$ cat src/rtl/gshare_predictor.sv
// rtl/gshare_predictor.sv - gshare/bimodal branch direction predictor with GHR and init sweep
// Saturating-counter table indexed by PC (optionally xor GHR); speculative GHR with mispredict repair.
module gshare_predictor #(
  parameter int IDX_W  = 5,
  parameter int CTR_W  = 2,
  parameter int HIST_W = 5,
  parameter int MODE   = 1
) (
  input  logic              clk,
  input  logic              rst_n,
  input  logic              clear,
  output logic              ready,
  input  logic              pred_valid,
  input  logic [IDX_W-1:0]  pred_pc_idx,
  output logic              pred_taken,
  output logic [HIST_W-1:0] pred_ghr,
  input  logic              upd_valid,
  input  logic [IDX_W-1:0]  upd_pc_idx,
  input  logic [HIST_W-1:0] upd_ghr,
  input  logic              upd_taken,
  input  logic              upd_mispredict
);

  localparam int DEPTH = 2**IDX_W;
  localparam logic [CTR_W-1:0] INIT_CTR = CTR_W'(2**(CTR_W-1) - 1);
  localparam logic [CTR_W-1:0] CTR_MAX  = '1;

  typedef enum logic {S_INIT, S_RUN} state_t;

  state_t            state;
  state_t            state_next;
  logic [IDX_W-1:0]  init_ptr;
  logic [HIST_W-1:0] ghr;
  logic [CTR_W-1:0]  table_q [DEPTH];

  logic [IDX_W-1:0]  pred_idx;
  logic [IDX_W-1:0]  upd_idx;
  logic [CTR_W-1:0]  upd_ctr;
  logic [CTR_W-1:0]  upd_ctr_next;
  logic [HIST_W:0]   spec_shift;
  logic [HIST_W:0]   repair_shift;

  always_comb begin
    if (MODE == 1) begin
      pred_idx = pred_pc_idx ^ IDX_W'(ghr);
      upd_idx  = upd_pc_idx ^ IDX_W'(upd_ghr);
    end else begin
      pred_idx = pred_pc_idx;
      upd_idx  = upd_pc_idx;
    end
  end

  always_comb begin
    upd_ctr      = table_q[upd_idx];
    upd_ctr_next = upd_ctr;
    if (upd_taken) begin
      if (upd_ctr != CTR_MAX) upd_ctr_next = upd_ctr + CTR_W'(1);
    end else begin
      if (upd_ctr != '0) upd_ctr_next = upd_ctr - CTR_W'(1);
    end
  end

  // Shift through a HIST_W+1 vector so HIST_W=1 needs no special case.
  assign spec_shift   = {ghr, pred_taken};
  assign repair_shift = {upd_ghr, upd_taken};

  always_ff @(posedge clk or negedge rst_n) begin
    if (!rst_n) state <= S_INIT;
    else        state <= state_next;
  end

  always_comb begin
    state_next = state;
    case (state)
      S_INIT:  state_next = (!clear && init_ptr == '1) ? S_RUN : S_INIT;
      S_RUN:   state_next = clear ? S_INIT : S_RUN;
      default: state_next = S_INIT;
    endcase
  end

  always_comb begin
    ready = (state == S_RUN);
  end

  always_ff @(posedge clk or negedge rst_n) begin
    if (!rst_n) begin
      init_ptr <= '0;
      ghr      <= '0;
    end else if (clear) begin
      init_ptr <= '0;
      ghr      <= '0;
    end else if (state == S_INIT) begin
      init_ptr <= init_ptr + IDX_W'(1);
    end else if (upd_valid && upd_mispredict) begin
      ghr <= repair_shift[HIST_W-1:0];
    end else if (pred_valid) begin
      ghr <= spec_shift[HIST_W-1:0];
    end
  end

  // Table has no reset; the INIT sweep is what initialises it.
  always_ff @(posedge clk) begin
    if (state == S_INIT) begin
      table_q[init_ptr] <= INIT_CTR;
    end else if (upd_valid && !clear) begin
      table_q[upd_idx] <= upd_ctr_next;
    end
  end

  assign pred_taken = ready & table_q[pred_idx][CTR_W-1];
  assign pred_ghr   = ghr;

endmodule
$ cat config.mk
export PLATFORM = sky130hd
export DESIGN_NAME = gshare_predictor
export DESIGN_NICKNAME = d
export VERILOG_FILES = /design/src/rtl/gshare_predictor.sv
export SDC_FILE = /design/constraint.sdc
export NUM_CORES = 1
export LEC_CHECK = 0
export ABC_AREA = 1
export BUFFER_PORTS_ARGS = -buffer_cell sky130_fd_sc_hd__buf_2
export CAP_MARGIN = 30
export CORE_ASPECT_RATIO = 0.5
export CORE_MARGIN = 1.5
export CORE_UTILIZATION = 30
export CTS_BUF_LIST = sky130_fd_sc_hd__clkbuf_8
export CTS_CLUSTER_SIZE = 10
export DETAILED_ROUTE_END_ITERATION = 16
export PLACE_DENSITY = 0.43
export SLEW_MARGIN = 20
export SYNTH_ARGS = -nofsm -noshare
export SYNTH_HDL_FRONTEND = slang
export SYNTH_SLANG_ARGS = --single-unit
$ cat constraint.sdc
create_clock -name clk -period 2.25 [get_ports clk]
set_input_delay 0.45 -clock clk [delete_from_list [all_inputs] [get_ports clk]]
set_output_delay 0.45 -clock clk [all_outputs]
set_load 0.02 [all_outputs]
==> impl_metrics.json, run 1 <==
{
  "status": "complete, but fails checks",
  "violations": "setup timing",
  "rows": 29,
  "clock_latency_ns": 0.36,
  "r2r_slack_ns": 0.25,
  "grt_max_degree": 27,
  "slowest_stage": "dfrtp_1",
  "coreArea_um2": 12700,
  "crit_end": "pred_taken",
  "die-area_um2": 13800,
  "timing.final.crit_period_ns": 2.38,
  "path_cells": "xnor2_1 -> buf_4 -> inv_1 -> nand3_2 -> nand3_2 -> nand2_2 -> nand2_2 -> nand3_2 -> inv_2 -> buf_6",
  "drc": 0,
  "synthDistinctLibCells": 31,
  "critPathRequiredTime_ns": 1.80,
  "crit_type": "register to primary output",
  "final_core_util": 0.406,
  "placed_area_um2": 4700,
  "grt.overflow.total": 0,
  "sw_frac_of_total": 0.258,
  "synth_top_area_share": 0.489,
  "path_clk_slew_ns": 0.08,
  "cp_max_fo": 5,
  "clock_skew_ns": 0.00881,
  "p_leak_uw": 0.00211,
  "max_freq_ghz": 0.420,
  "synth_top_family_by_area": "simple AND/OR/NAND/NOR gates",
  "critPathMaxStageDelay_ns": 0.42,
  "cts_root_buf": "clkbuf_8",
  "reg2reg_from": "ready",
  "p_switching_uw": 853,
  "ys.flop_type": "edfxtp_1",
  "startpoint": "pred_ghr[2]",
  "final_hold_viol_count": 0,
  "netlist_instances": 439,
  "slew_viol_final": 0,
  "drv_cap": 0,
  "routed_via_density": 4.81,
  "antenna_found_initial": 0,
  "grt_setup_unrepaired": "true",
  "peakVddDrop_uv": 324,
  "synth_edf_count": 64,
  "clock_power_share": 0.389,
  "synthTopCellsByCount": "137 x nand2_1, 97 x nand3_1, 64 x edfxtp_1, 42 x nor2_1, 24 x inv_1",
  "grt_use_total": 0.181,
  "drive_gt1_frac": 0.284,
  "reg2reg_to": "table_q[13][0]",
  "critPathBufInv": 4,
  "dp_cells": 671,
  "first_pass_iters": 4,
  "maxSlewHeadroom": 0.696,
  "tightest_slew_ns": 0.452,
  "tns_ns": -0.129,
  "cp-end-kind": "primary output",
  "worst-r2r-cell-count": 11,
  "clk_path_buf_depth": 2,
  "antenna_cells": 0,
  "synthMuxAreaShare": 0,
  "p_int_uw": 2460,
  "io_buffers": 28,
  "drt-initial-drc-count": 205,
  "yosys-top-cells-area": "edfxtp_1 49%, nand2_1 13%, nand3_1 12%",
  "die_x_um": 165,
  "synth.most_common_cell": "nand2_1",
  "wirelength_um": 11900,
  "powerDensity_nw_per_um2": 642,
  "fin_crit_sh": 1.06,
  "start_util": 0.309,
  "syn_area_per_cell_um2": 8.94,
  "synth-simple-area-share": 0.321,
  "wl_per_cell_um": 17.3,
  "gp_congestion": 0.818,
  "ys.warnings.count": 0,
  "ant_nets": 0,
  "hold_class": "input port to register",
  "syn_nets": 463,
  "synth-seq-cells": 75,
  "vias": 3323,
  "synth_fa_ha_area_frac": 0.00637,
  "finalInstanceArea_um2": 5150,
  "grt_pass1_wl_um": 18200,
  "die_h_um": 83.9,
  "pwr-share-seq": 0.456,
  "crit_family": "buffers and inverters",
  "cts_max_level": 3,
  "nets": 540,
  "final_cells": 691,
  "dpl.hpwl_um": 8830,
  "syn2layout_area_growth_pct": 31.3,
  "crit_top_cell": "nand3_2",
  "synth_compound_area_frac": 0.0341,
  "io_pins": 29,
  "synth_largest_area_cell": "edfxtp_1",
  "async_reset_ff_frac": 0.147,
  "syn-cell-area_um2": 3930,
  "cts_tree": "built",
  "worstPathArrival_ns": 1.93,
  "crit_path_start_kind": "register",
  "cts_sinks": 75,
  "setup_viol": 1,
  "crit_cells": 10,
  "combPwrFrac": 0.155,
  "numCtsBuffers": 9,
  "first_global_vias": 3207,
  "synth_xor_area_frac": 0.0331,
  "ys_seq_area_frac": 0.560,
  "fin_ws_ns": -0.129
}
[layout by cell type (no fill, tap or decap), drive strengths merged, types with 4 or more instances in the layout]
| cell | count |
|---|---|
| o21ai | 14 |
| inv | 30 |
| edfxtp | 64 |
| nand3 | 103 |
| o22ai | 4 |
| xnor2 | 9 |
| nand2 | 140 |
| buf | 75 |
| dfrtp | 11 |
| clkbuf | 10 |
| nor2 | 44 |
[tightest hold or removal path, stage by stage]
cell and delay (ns):
buf_2 0.09, a31oi_1 0.07, nand2_1 0.07, nand2_1 0.04
[what timing repair did]
item | 4_1_cts | 5_1_grt
hold buffers | 1 | 0
setup buffers | 2 | 0
endpoints found under the hold margin | 11 | 0
pin swaps | 3 | 14
gates cloned | 0 | 1
resized for setup | 15 | 25
setup endpoints to repair | 1 | 1
[routing by layer]
metal / global-route usage / vias to the layer above / routed length, um
li1: - / 1645 / -
met1: 0.263 / 1599 / 5960
met2: 0.278 / 71 / 5280
met3: 0.0387 / 8 / 620
met4: 0.0319 / 0 / 78
met5: 0 / - / 0
[kinds of logic (layout without fill, tap and decap cells)]
kind of cell,Yosys count,in the layout
adders and majority gates,2,2
and+or+nand+nor,288,288
xor gates and xnor gates,11,11
AOI/OAI and AO/OA,22,22
buffers and inverters,41,123
DFF,75,75
[through the flow]
| stage | total power (uW) | setup slack [ns] | hold WS [ns] |
|---|---|---|---|
| final | 3310 | -0.129 | 0.383 |
| after global routing | 3440 | -0.225 | 0.396 |
| after CTS | 3310 | -0.134 | 0.386 |
| after detailed placement | 2030 | -0.0289 | 0.349 |
| after global placement | 2030 | -0.0143 | 0.343 |
| after floorplan | 1800 | 0.0487 | 0.154 |
[worst min-delay path by stage]
stage / startpoint / cells past startpoint / end
after floorplan: rst_n / 0 / init_ptr[0]
after global placement: rst_n / 1 / pred_ghr[1]
after detailed placement: rst_n / 1 / pred_ghr[3]
after CTS: upd_mispredict / 4 / pred_ghr[0]
after global routing: upd_mispredict / 4 / pred_ghr[0]
final: upd_mispredict / 4 / pred_ghr[0]
[final cells by class]
cell class,count,area (um2)
repair buffers,77,692
multi-input cells,323,1690
flip-flops and latches,75,2200
inverters,30,115
clock inverters,7,124
clock buffers,9,124
fillers,1289,7550
well taps,170,213
[sequential cells by signal (all words and copies together), names as in the netlist]
register  cells
init_ptr      5
pred_ghr      5
ready         1
table_q      64
[power by group through the flow]
stage                     Sequential, uW  Clock [uW]  Combinational [uW]
after global placement              1540           0                 488
after detailed placement            1540           0                 484
after global routing                1510        1370                 561
final                               1510        1290                 512
after floorplan                     1540           0                 257
after CTS                           1510        1310                 496
Power figures use the tool's default switching activity.
==> inputs of run 2 (changes only) <==
- CELL_PAD_IN_SITES_DETAIL_PLACEMENT: default -> 1
- CELL_PAD_IN_SITES_GLOBAL_PLACEMENT: default -> 1
- CORE_ASPECT_RATIO: 0.5 -> 1.25
- PLACE_DENSITY: 0.43 -> 0.54
==> impl_metrics.json, run 2 (synthesized netlist as in run 1, its figures left out) <==
{
  "antenna_found_initial": 0,
  "first_global_vias": 3672,
  "gp_congestion": 0.752,
  "grt_max_degree": 32,
  "fillers": 1524,
  "cp-end-kind": "primary output",
  "placed_area_um2": 4720,
  "final_hold_viol_count": 0,
  "vias": 3416,
  "final_common_cell": "nand2_1",
  "finalInstanceArea_um2": 5210,
  "die-area_um2": 13800,
  "largest_register_ff_count": 64,
  "grt_setup_unrepaired": "true",
  "finalPower_uw": 3160,
  "die_x_um": 105,
  "drive_gt1_frac": 0.310,
  "syn2layout_area_growth_pct": 32.8,
  "slew_viol_final": 0,
  "fin_ws_ns": -0.114,
  "timing.final.crit_period_ns": 2.36,
  "status": "complete, but fails checks",
  "crit_path_start_kind": "register",
  "coreArea_um2": 12700,
  "cts_root_buf": "clkbuf_8",
  "numCtsBuffers": 9,
  "critPathRequiredTime_ns": 1.80,
  "cts_sinks": 75,
  "holdWs_ns": 0.415,
  "cts_tree": "built",
  "path_clk_slew_ns": 0.08,
  "clock_power_share": 0.353,
  "routed_via_density": 4.83,
  "rows": 46,
  "wl_per_cell_um": 18.2,
  "tightest_slew_ns": 0.404,
  "setup_viol": 1,
  "seqCellArea_um2": 2200,
  "p_switching_uw": 828,
  "peakVddDrop_uv": 264,
  "cts_max_level": 3,
  "hold_class": "input port to register",
  "clock_skew_ns": 0.0101,
  "antenna_cells": 0,
  "ant_nets": 0,
  "cp_max_fo": 6,
  "io_buffers": 28,
  "nets": 558,
  "combPwrFrac": 0.169,
  "clock_latency_ns": 0.35,
  "max_freq_ghz": 0.423,
  "worstPathArrival_ns": 1.91,
  "pwr-share-seq": 0.477,
  "clk_path_buf_depth": 2,
  "violations": "setup timing",
  "final_core_util": 0.410,
  "fin_crit_sh": 1.05,
  "sw_frac_of_total": 0.262,
  "maxSlewHeadroom": 0.729,
  "top_register": "table_q",
  "drt-initial-drc-count": 222,
  "crit_type": "register to primary output",
  "powerDensity_nw_per_um2": 607,
  "p_leak_uw": 0.00217,
  "drc": 0,
  "first_pass_iters": 4,
  "grt.overflow.total": 0,
  "final_cell_mix": "123 x nand2_1, 79 x nand3_1, 64 x edfxtp_1, 57 x buf_4, 41 x nor2_1",
  "p_int_uw": 2340,
  "grt_use_total": 0.196,
  "dp_slack_ns": -0.548,
  "grt_pass1_wl_um": 20200,
  "start_util": 0.309,
  "die_h_um": 131,
  "wirelength_um": 12900,
  "drv_cap": 0,
  "multi_input_area_um2": 1730,
  "io_pins": 29,
  "dpl.hpwl_um": 9660
}
==> run 2: cell types whose count changed in the layout (fill, tap and decap cells not counted), sizes merged <==
cell and change:
buf +18, inv +1, clkinvlp -1, bufinv -1, clkbuf -1, nand2 +1, clkinv +1
==> run 2: area by class of cell <==
cell class | instances | area share
clock buffers | 9 | 0.0238
well taps | 168 | 0.0403
inverters | 30 | 0.0221
multi-input cells | 324 | 0.332
repair buffers | 94 | 0.143
clock inverters | 7 | 0.0163
flip-flops and latches | 75 | 0.422
==> run 2: metal layers <==
layer / share of wire / global-route usage / routed length, um
met3: 0.030 / 0.0278 / 384
met4: 0.019 / 0.0733 / 241
met1: 0.46 / 0.260 / 5950
met5: 0 / 0 / 0
met2: 0.49 / 0.328 / 6310
==> run 2: worst paths after layout <==
check / start / end / slack, ns / cells after the start
min in group asynchronous: rst_n / pred_ghr[2] / 0.51 / 2
max in group asynchronous: rst_n / pred_ghr[0] / 1.49 / 2
worst min-delay path: clear / ready / 0.42 / 3
worst max register to register: ready / table_q[14][1] / 0.19 / 11
worst min register to register: init_ptr[3] / init_ptr[3] / 0.47 / 1
worst max-delay path: pred_ghr[0] / pred_taken / -0.11 / 13
==> run 2: metrics by stage <==
| stage | instances | TNS (ns) |
|---|---|---|
| 2_1_floorplan | 439 | 0 |
| 3_3_place_gp | 681 | -59.05 |
| 3_5_place_dp | 682 | -52.25 |
| 4_1_cts | 703 | -0.187 |
| 5_1_grt | 707 | -0.197 |
| 6_report | 707 | -0.114 |
==> run 2: critical path, cell delays in order (launching register included) <==
cell     delay [ns]
dfrtp_2        0.46
inv_4          0.10
nand2_4        0.06
nand2_4        0.11
buf_12         0.13
nand2_2        0.05
nand3_2        0.06
nand3_2        0.10
nand3_2        0.09
nand2_2        0.08
nand2_2        0.07
nand3_2        0.07
inv_2          0.06
buf_6          0.11
==> run 2: timing repair <==
| item | in CTS | in global routing |
|---|---|---|
| hold endpoints to repair | 11 | 0 |
| setup endpoints to repair | 74 | 51 |
| pin swaps | 6 | 16 |
| resized for setup | 20 | 27 |
| cloned | 2 | 0 |
| hold buffers | 1 | 0 |
| buffers inserted | 2 | 4 |
==> run 2: power by group through the flow <==
stage | Sequential (uW) | Clock, uW | Combinational (uW)
2_1_floorplan | 1540 | 0 | 257
3_3_place_gp | 1540 | 0 | 485
3_5_place_dp | 1540 | 0 | 490
4_1_cts | 1510 | 1150 | 515
5_1_grt | 1510 | 1190 | 586
6_report | 1510 | 1120 | 535
